===== src/rtl/pwm_count_stage.sv =====
// ============================================================================
// Module      : pwm_count_stage
// Description : Registered PWM stage fed by a modulo-N counter. Compares the
//               incoming count with a double-buffered duty value, emits a
//               per-period strobe and flags illegal count progressions.
// Revision    : 1.0 - initial release
// ============================================================================
`default_nettype none

module pwm_count_stage #(
  parameter int N = 4,
  parameter int W = 2
) (
  input  logic         clk,
  input  logic         rst,
  input  logic [W-1:0] cnt_in,
  input  logic [W:0]   duty_in,
  input  logic         duty_valid,
  output logic         duty_ready,
  output logic         pwm_out,
  output logic         period_done,
  output logic         seq_err,
  input  logic         err_clr
);

  localparam logic [W:0]   C_N    = (W+1)'(N);
  localparam logic [W-1:0] C_LAST = W'(N - 1);

  logic [W:0]   r_act_duty;
  logic [W:0]   r_pend_duty;
  logic         r_pend_flag;
  logic [W-1:0] r_prev_cnt;
  logic         r_prev_vld;
  logic         r_pwm;
  logic         r_period_done;
  logic         r_seq_err;

  logic [W:0]   w_duty_sat;
  logic         w_accept;
  logic         w_cnt_zero;
  logic         w_commit;
  logic [W:0]   w_eff;
  logic [W-1:0] w_exp_cnt;
  logic         w_err;

  // Handshake, commit, effective duty and sequence-check decode
  always_comb begin
    w_duty_sat = (duty_in > C_N) ? C_N : duty_in;
    w_accept   = duty_valid & ~r_pend_flag;
    w_cnt_zero = (cnt_in == '0);
    // Commit uses the pre-edge pending flag, so a same-edge accept waits a period
    w_commit   = w_cnt_zero & r_pend_flag;
    // The new duty already governs the boundary cycle in which it commits
    w_eff      = w_commit ? r_pend_duty : r_act_duty;
    w_exp_cnt  = (r_prev_cnt == C_LAST) ? '0 : (r_prev_cnt + W'(1));
    // A zero count is always legal: the upstream counter may have restarted
    w_err      = ({1'b0, cnt_in} >= C_N) |
                 (r_prev_vld & (cnt_in != w_exp_cnt) & ~w_cnt_zero);
  end

  // Duty double buffer: accept into pending, move to active at count zero
  always_ff @(posedge clk or posedge rst) begin
    if (rst) begin
      r_act_duty  <= '0;
      r_pend_duty <= '0;
      r_pend_flag <= 1'b0;
    end else if (w_commit) begin
      r_act_duty  <= r_pend_duty;
      r_pend_flag <= 1'b0;
    end else if (w_accept) begin
      r_pend_duty <= w_duty_sat;
      r_pend_flag <= 1'b1;
    end
  end

  // PWM compare and end-of-period strobe, one cycle behind the count
  always_ff @(posedge clk or posedge rst) begin
    if (rst) begin
      r_pwm         <= 1'b0;
      r_period_done <= 1'b0;
    end else begin
      r_pwm         <= ({1'b0, cnt_in} < w_eff);
      r_period_done <= (cnt_in == C_LAST);
    end
  end

  // Count history and sticky sequence error (set beats clear)
  always_ff @(posedge clk or posedge rst) begin
    if (rst) begin
      r_prev_cnt <= '0;
      r_prev_vld <= 1'b0;
      r_seq_err  <= 1'b0;
    end else begin
      r_prev_cnt <= cnt_in;
      r_prev_vld <= 1'b1;
      if (w_err) begin
        r_seq_err <= 1'b1;
      end else if (err_clr) begin
        r_seq_err <= 1'b0;
      end
    end
  end

  assign duty_ready  = ~r_pend_flag;
  assign pwm_out     = r_pwm;
  assign period_done = r_period_done;
  assign seq_err     = r_seq_err;

endmodule

`default_nettype wire


===== config.mk =====
export PLATFORM = sky130hd
export DESIGN_NAME = pwm_count_stage
export DESIGN_NICKNAME = d
export VERILOG_FILES = /design/src/rtl/pwm_count_stage.sv
export SDC_FILE = /design/constraint.sdc
export NUM_CORES = 1
export LEC_CHECK = 0
export CORE_AREA = 2 2 39 41
export CTS_BUF_LIST = sky130_fd_sc_hd__clkbuf_16
export DETAILED_ROUTE_END_ITERATION = 6
export DIE_AREA = 0 0 41 43
export PLACE_DENSITY = 0.66
export SLEW_MARGIN = 25
export SYNTH_ARGS = -nofsm -noshare
export SYNTH_HDL_FRONTEND = slang
export SYNTH_SLANG_ARGS = --single-unit

===== constraint.sdc =====
create_clock -name clk -period 2.92 [get_ports clk]
set_clock_uncertainty 0.05 [all_clocks]
set_input_delay 0.438 -clock clk [delete_from_list [all_inputs] [get_ports clk]]
set_output_delay 0.438 -clock clk [all_outputs]
set_load 0.005 [all_outputs]

==> results of run 1 <==
==> synth_stat cells <==
cell / number
nand3_1: 2
mux2_4: 1
or2b_1: 1
o21ai_0: 2
inv_1: 4
a221oi_1: 1
o31ai_1: 1
nor2_1: 2
o21bai_1: 1
conb_1: 1
nand2_1: 2
dfrtp_1: 13
o311ai_0: 1
nor3b_4: 1
mux2i_1: 1
nor2b_1: 2
ha_1: 2
mux2_2: 2
and2_1: 1
nand2b_1: 4
==> state kept, by name, summed over array words and instances (netlist names) <==
| signal | cells |
|---|---|
| r_act_duty | 3 |
| r_pend_duty | 3 |
| r_prev_cnt | 2 |
| period_done | 1 |
| pwm_out | 1 |
| r_pend_flag | 1 |
| r_prev_vld | 1 |
| seq_err | 1 |
==> where the power goes <==
part           switching, mW  total [mW]  internal, mW
Sequential            0.0150       0.231         0.216
Clock                 0.0686       0.249         0.180
Combinational         0.0367      0.0994        0.0627
==> layer usage <==
layer	track usage, %	part of all wire, %
met2	18.13	50
met5	0	0
met3	4.712	7.5
met4	12.00	0.92
met1	14.09	41
==> how the worst min path moves through the flow <==
stage / start / to / slack, ns / depth (start not counted)
after floorplan: rst / period_done / 0.26 / 1
after global placement: r_pend_duty[1] / r_pend_duty[1] / 0.41 / 2
after detailed placement: r_pend_duty[1] / r_pend_duty[1] / 0.42 / 2
after CTS: r_pend_duty[1] / r_pend_duty[1] / 0.43 / 2
after global routing: r_pend_duty[1] / r_pend_duty[1] / 0.44 / 2
final: r_pend_duty[1] / r_pend_duty[1] / 0.42 / 2
==> layout make-up <==
class | instances | area share (%)
inverter | 4 | 1.942
clock inverter | 1 | 0.4854
clock buffer | 3 | 9.709
multi-input combinational | 28 | 27.67
sequential | 13 | 42.07
tap | 16 | 2.589
timing repair buffer | 12 | 15.53
==> tightest hold or removal path: stages (launching register included) <==
cell	delay, ns
dfrtp_1	0.33
nand2_1	0.05
o21ai_0	0.06
==> cells by family after synthesis <==
logic type | after synthesis
AND/OR/NAND/NOR | 15
adder cells (fa/ha/maj) | 2
multiplexers | 4
other | 1
flip-flops | 13
AO/OA/AOI/OAI | 6
buffers and inverters | 4
==> impl_metrics.env, run 1 <==
export IMPL_clk_latency_ns=0.24
export IMPL_cts_made_buffers=3
export IMPL_viasPerCell=4.831
export IMPL_dp_hpwl_um=633.7
export IMPL_clk_pin_slew_ns=0.04
export IMPL_p_per_area_mw_per_mm2=748.2
export IMPL_cp_end_kind="flip-flop"
export IMPL_placed_cell_area_um2=694.4
export IMPL_post_cts_buffers=0
export IMPL_rows=14
export IMPL_dp_slack_ns=0.5731
export IMPL_grt_pass1_vias=353
export IMPL_tritoncts="built"
export IMPL_wl_per_cell_um=11.31
export IMPL_drtAntennaViolNets=0
export IMPL_synthesis_nets=56
export IMPL_synth_top_area_share_pct=58.69
export IMPL_antenna_found_initial=0
export IMPL_synth_area_leaders="dfrtp_1 (59%), ha_1 (4.5%), nand2b_1 (4.5%), mux2_2 (4.1%), nor3b_4 (3.4%)"
export IMPL_synthSimpleGateAreaFrac_pct=17.16
export IMPL_post_route_min_period_ns=2.108
export IMPL_initial_core_util_pct=40.05
export IMPL_h_tree_depth=1
export IMPL_yosys_register_bits=13
export IMPL_fin_setup_tns_ns=0
export IMPL_r2r_setup_slack_ns=1.23
export IMPL_synth_warnings=0
export IMPL_syn_area_per_cell_um2=12.32
export IMPL_status="complete, no violations"
export IMPL_regArea_um2=325.3
export IMPL_firstDrtPassIters=1
export IMPL_multiInputGateArea_um2=214.0
export IMPL_synth_distinct_cells=20
export IMPL_syn2layout_area_growth_pct=39.50
export IMPL_synthMuxAreaShare_pct=8.578
export IMPL_die_area_mm2=0.001763
export IMPL_maxCapViolations=0
export IMPL_critical_path_class="primary input to flip-flop"
export IMPL_clkSinkCount=13
export IMPL_r2r_end="pwm_out"
export IMPL_rsz0062_at_grt="false"
export IMPL_crit_chain="clkdlybuf4s50_1 -> nor3b_4 -> mux2i_1 -> ha_1 -> inv_1 -> a221oi_1 -> o21bai_1"
export IMPL_hold_viol_final=0
export IMPL_io_buffer_count=12
export IMPL_fin_hold_ws_ns=0.4241
export IMPL_cp_slowest_cell="clkdlybuf4s50_1"
export IMPL_irDropWorstVdd_v=0.0003481
export IMPL_nets=73
export IMPL_hold_path_class="flip-flop to flip-flop"
export IMPL_routed_wl_um=871
export IMPL_drive_above_1_share_pct=11.48
export IMPL_crit_start="cnt_in[1]"
export IMPL_place_inst=73
export IMPL_path_depth=7
export IMPL_gp_congestion=0.6812
export IMPL_syn_area_um2=554.3
export IMPL_finalPower_mw=0.5786
export IMPL_post_cts_resized=0
export IMPL_final_cell_area_um2=773.2
export IMPL_diodes=0
export IMPL_crit_end="pwm_out"
export IMPL_path_max_fanout=7
export IMPL_arrival_ns=2.18
export IMPL_synth_seq_area_share_pct=58.69
export IMPL_grt_pass1_wl_mm=1.414
export IMPL_initialDrtViolationCount=0
export IMPL_die_x_um=41
export IMPL_cts_path_max_buffers=2
export IMPL_ctsRootBufferMaster="clkbuf_16"
export IMPL_r2r_start="r_pend_flag"
export IMPL_synth_cells=45
export IMPL_synthXorXnorAreaFrac_pct=0
export IMPL_ioPinCount=13
export IMPL_clock_fmax_ghz=0.4743
export IMPL_max_stage_delay_ns=0.56
export IMPL_setup_viol=0
export IMPL_synth_top_family_by_area="simple AND/OR/NAND/NOR gates"
export IMPL_fillCellCount=126
export IMPL_core_area_mm2=0.001384
export IMPL_crit_required_ns=2.99
export IMPL_grt_usage_pct=12.91
export IMPL_grt_max_degree=14
export IMPL_ctsHoldBuffers=0
export IMPL_min_period_over_period_pct=72.21
export IMPL_crit_family="buffers and inverters"
export IMPL_synth_compound_area_share_pct=7.675
export IMPL_die_h_um=43
export IMPL_synth_largest_area_cell="dfrtp_1"
export IMPL_post_route_util_pct=55.88
export IMPL_cp_start_kind="primary input"
export IMPL_final_common_cell="dfrtp_1"
export IMPL_cp_num_buf_inv=2
export IMPL_route_detailed_drc=0
export IMPL_fin_ws_ns=0.8115
export IMPL_synthAdderAreaFrac_pct=4.515
export IMPL_maxSlewViolCount=0
export IMPL_final_cell_mix="dfrtp_1 (13), clkdlybuf4s50_1 (12), inv_1 (5), nand2b_1 (4), clkbuf_16 (3)"
export IMPL_leakagePower_nw=0.3572
export IMPL_instances_no_fill=77
export IMPL_r2r_cells=6
export IMPL_via_count=372
export IMPL_overflow=0
Note: power is estimated with default switching activity, not from simulation.
==> inputs of run 2 (changes only) <==
==> constraint.sdc (replaced) <==
create_clock -name clk -period 2 [get_ports clk]
set_clock_uncertainty 0.05 [all_clocks]
set_input_delay 0.3 -clock clk [delete_from_list [all_inputs] [get_ports clk]]
set_output_delay 0.3 -clock clk [all_outputs]
set_load 0.005 [all_outputs]
==> run 2 against run 1 <==
Effect of this change:
- highest routed layer unchanged
- wire length shrank 3.4%
- clock-buffer cell count unchanged
- sequential share of layout area is 1.6 points lower
- worst setup slack got worse by 0.51 ns
- critical endpoint unchanged
- combinational power is 56% higher
- sequential cell count unchanged
- via count grew 2.4%
- largest power group unchanged
- core utilization is 2.2 points higher
==> impl_metrics.env, run 2 (synthesis gave the netlist of run 1 again) <==
export IMPL_grt_usage_pct=13.45
export IMPL_antenna_found_initial=0
export IMPL_tritoncts="built"
export IMPL_crit_chain="clkdlybuf4s50_1 -> nor3b_4 -> mux2i_1 -> ha_1 -> inv_1 -> a221oi_1 -> o21bai_1"
export IMPL_finalPower_mw=0.8479
export IMPL_fin_hold_ws_ns=0.3382
export IMPL_routed_wl_um=841
export IMPL_post_cts_resized=0
export IMPL_grt_pass1_wl_mm=1.518
export IMPL_io_buffer_count=12
export IMPL_final_cell_area_um2=803.3
export IMPL_cts_path_max_buffers=2
export IMPL_ctsRootBufferMaster="clkbuf_16"
export IMPL_combPwrFrac_pct=18.3
export IMPL_critical_path_class="primary input to flip-flop"
export IMPL_clk_latency_ns=0.23
export IMPL_grt_max_degree=14
export IMPL_setup_viol=0
export IMPL_gp_congestion=0.6348
export IMPL_final_cell_mix="dfrtp_1 (13), clkdlybuf4s50_1 (12), inv_1 (5), nand2b_1 (4), buf_4 (4)"
export IMPL_syn2layout_area_growth_pct=44.92
export IMPL_r2r_end="pwm_out"
export IMPL_ioPinCount=13
export IMPL_overflow=0
export IMPL_clk_pin_slew_ns=0.04
export IMPL_core_area_mm2=0.001384
export IMPL_fin_setup_tns_ns=0
export IMPL_drtAntennaViolNets=0
export IMPL_maxCapViolations=0
export IMPL_h_tree_depth=1
export IMPL_rows=14
export IMPL_cts_made_buffers=3
export IMPL_irDropWorstVdd_v=0.0005878
export IMPL_die_x_um=41
export IMPL_arrival_ns=1.76
export IMPL_place_inst=77
export IMPL_fin_ws_ns=0.3031
export IMPL_path_max_fanout=2
export IMPL_r2r_setup_slack_ns=0.44
export IMPL_initial_core_util_pct=40.05
export IMPL_p_seq_share_pct=39.6
export IMPL_status="complete, no violations"
export IMPL_wl_per_cell_um=10.38
export IMPL_viasPerCell=4.704
export IMPL_firstDrtPassIters=3
export IMPL_p_per_area_mw_per_mm2=1056
export IMPL_final_common_cell="dfrtp_1"
export IMPL_dp_hpwl_um=646.6
export IMPL_max_stage_delay_ns=0.46
export IMPL_pwr_share_clk_pct=42.1
export IMPL_top_regs="r_act_duty (3), r_pend_duty (3), r_prev_cnt (2)"
export IMPL_cp_end_kind="flip-flop"
export IMPL_cp_slowest_cell="clkdlybuf4s50_1"
export IMPL_maxSlewViolCount=0
export IMPL_clock_fmax_ghz=0.5893
export IMPL_cp_start_kind="primary input"
export IMPL_r2r_cells=6
export IMPL_post_route_min_period_ns=1.697
export IMPL_min_period_over_period_pct=84.84
export IMPL_rsz0062_at_grt="false"
export IMPL_crit_required_ns=2.07
export IMPL_intPower_mw=0.6786
export IMPL_ctsHoldBuffers=0
export IMPL_die_h_um=43
export IMPL_clkSinkCount=13
export IMPL_grt_pass1_vias=393
export IMPL_diodes=0
export IMPL_nets=77
export IMPL_post_cts_buffers=0
export IMPL_hold_path_class="primary input to asynchronous set/reset pin"
export IMPL_initialDrtViolationCount=3
export IMPL_netSwitchingPower_mw=0.1693
export IMPL_placed_cell_area_um2=724.4
export IMPL_dp_slack_ns=0.04094
export IMPL_switching_share_pct=19.96
export IMPL_drive_above_1_share_pct=16.92
export IMPL_r2r_start="r_pend_flag"
export IMPL_via_count=381
export IMPL_post_route_util_pct=58.05
export IMPL_leakagePower_nw=0.3765
export IMPL_die_area_mm2=0.001763
export IMPL_route_detailed_drc=0
export IMPL_instances_no_fill=81
export IMPL_hold_viol_final=0
==> run 2: cell count changes in the layout (fill, tap and decap cells not counted), sizes merged <==
cell	before	now
buf	0	4
==> run 2: power groups by stage <==
stage                     sequential (mW)  combinational (mW)  clock [mW]
final                               0.336               0.155       0.357
after global placement              0.340               0.155           0
after floorplan                     0.337              0.0812           0
after global routing                0.342               0.178       0.384
after CTS                           0.336               0.159       0.366
after detailed placement            0.340               0.158           0
==> run 2: cell type report <==
| cell class | instances | area [µm²] |
|---|---|---|
| Clock inverter | 1 | 3.754 |
| Tap cell | 16 | 20.02 |
| Timing Repair Buffer | 16 | 150.1 |
| Multi-Input combinational cell | 28 | 214.0 |
| Clock buffer | 3 | 75.07 |
| Fill cell | 122 | 580.6 |
| Inverter | 4 | 15.01 |
| Sequential cell | 13 | 325.3 |
==> run 2: worst max-delay path by stage <==
stage,from,endpoint,slack [ns]
CTS,cnt_in[1],pwm_out,0.28
global route,cnt_in[1],pwm_out,0.10
finish,cnt_in[1],pwm_out,0.30
global placement,cnt_in[1],pwm_out,0.05
detailed placement,cnt_in[1],pwm_out,0.04
floorplan,r_pend_flag,pwm_out,0.48
==> run 2: routing by layer <==
layer / track usage, % / part of all wire, % / wire length (µm) / vias to the layer above
li1: - / - / - / 192
met1: 14.88 / 43 / 364 / 176
met2: 20.00 / 48 / 406 / 11
met3: 3.141 / 6.4 / 54 / 2
met4: 12.00 / 1.8 / 15 / 0
met5: 0 / 0 / 0 / -
==> run 2: worst max-delay path, delay by kind of cell <==
family	cells	cell delay (ns)
adders and majority gates	1	0.15
and+or+nand+nor	1	0.25
AOI/OAI and AO/OA	2	0.31
muxes	1	0.27
buffers and inverters	2	0.49
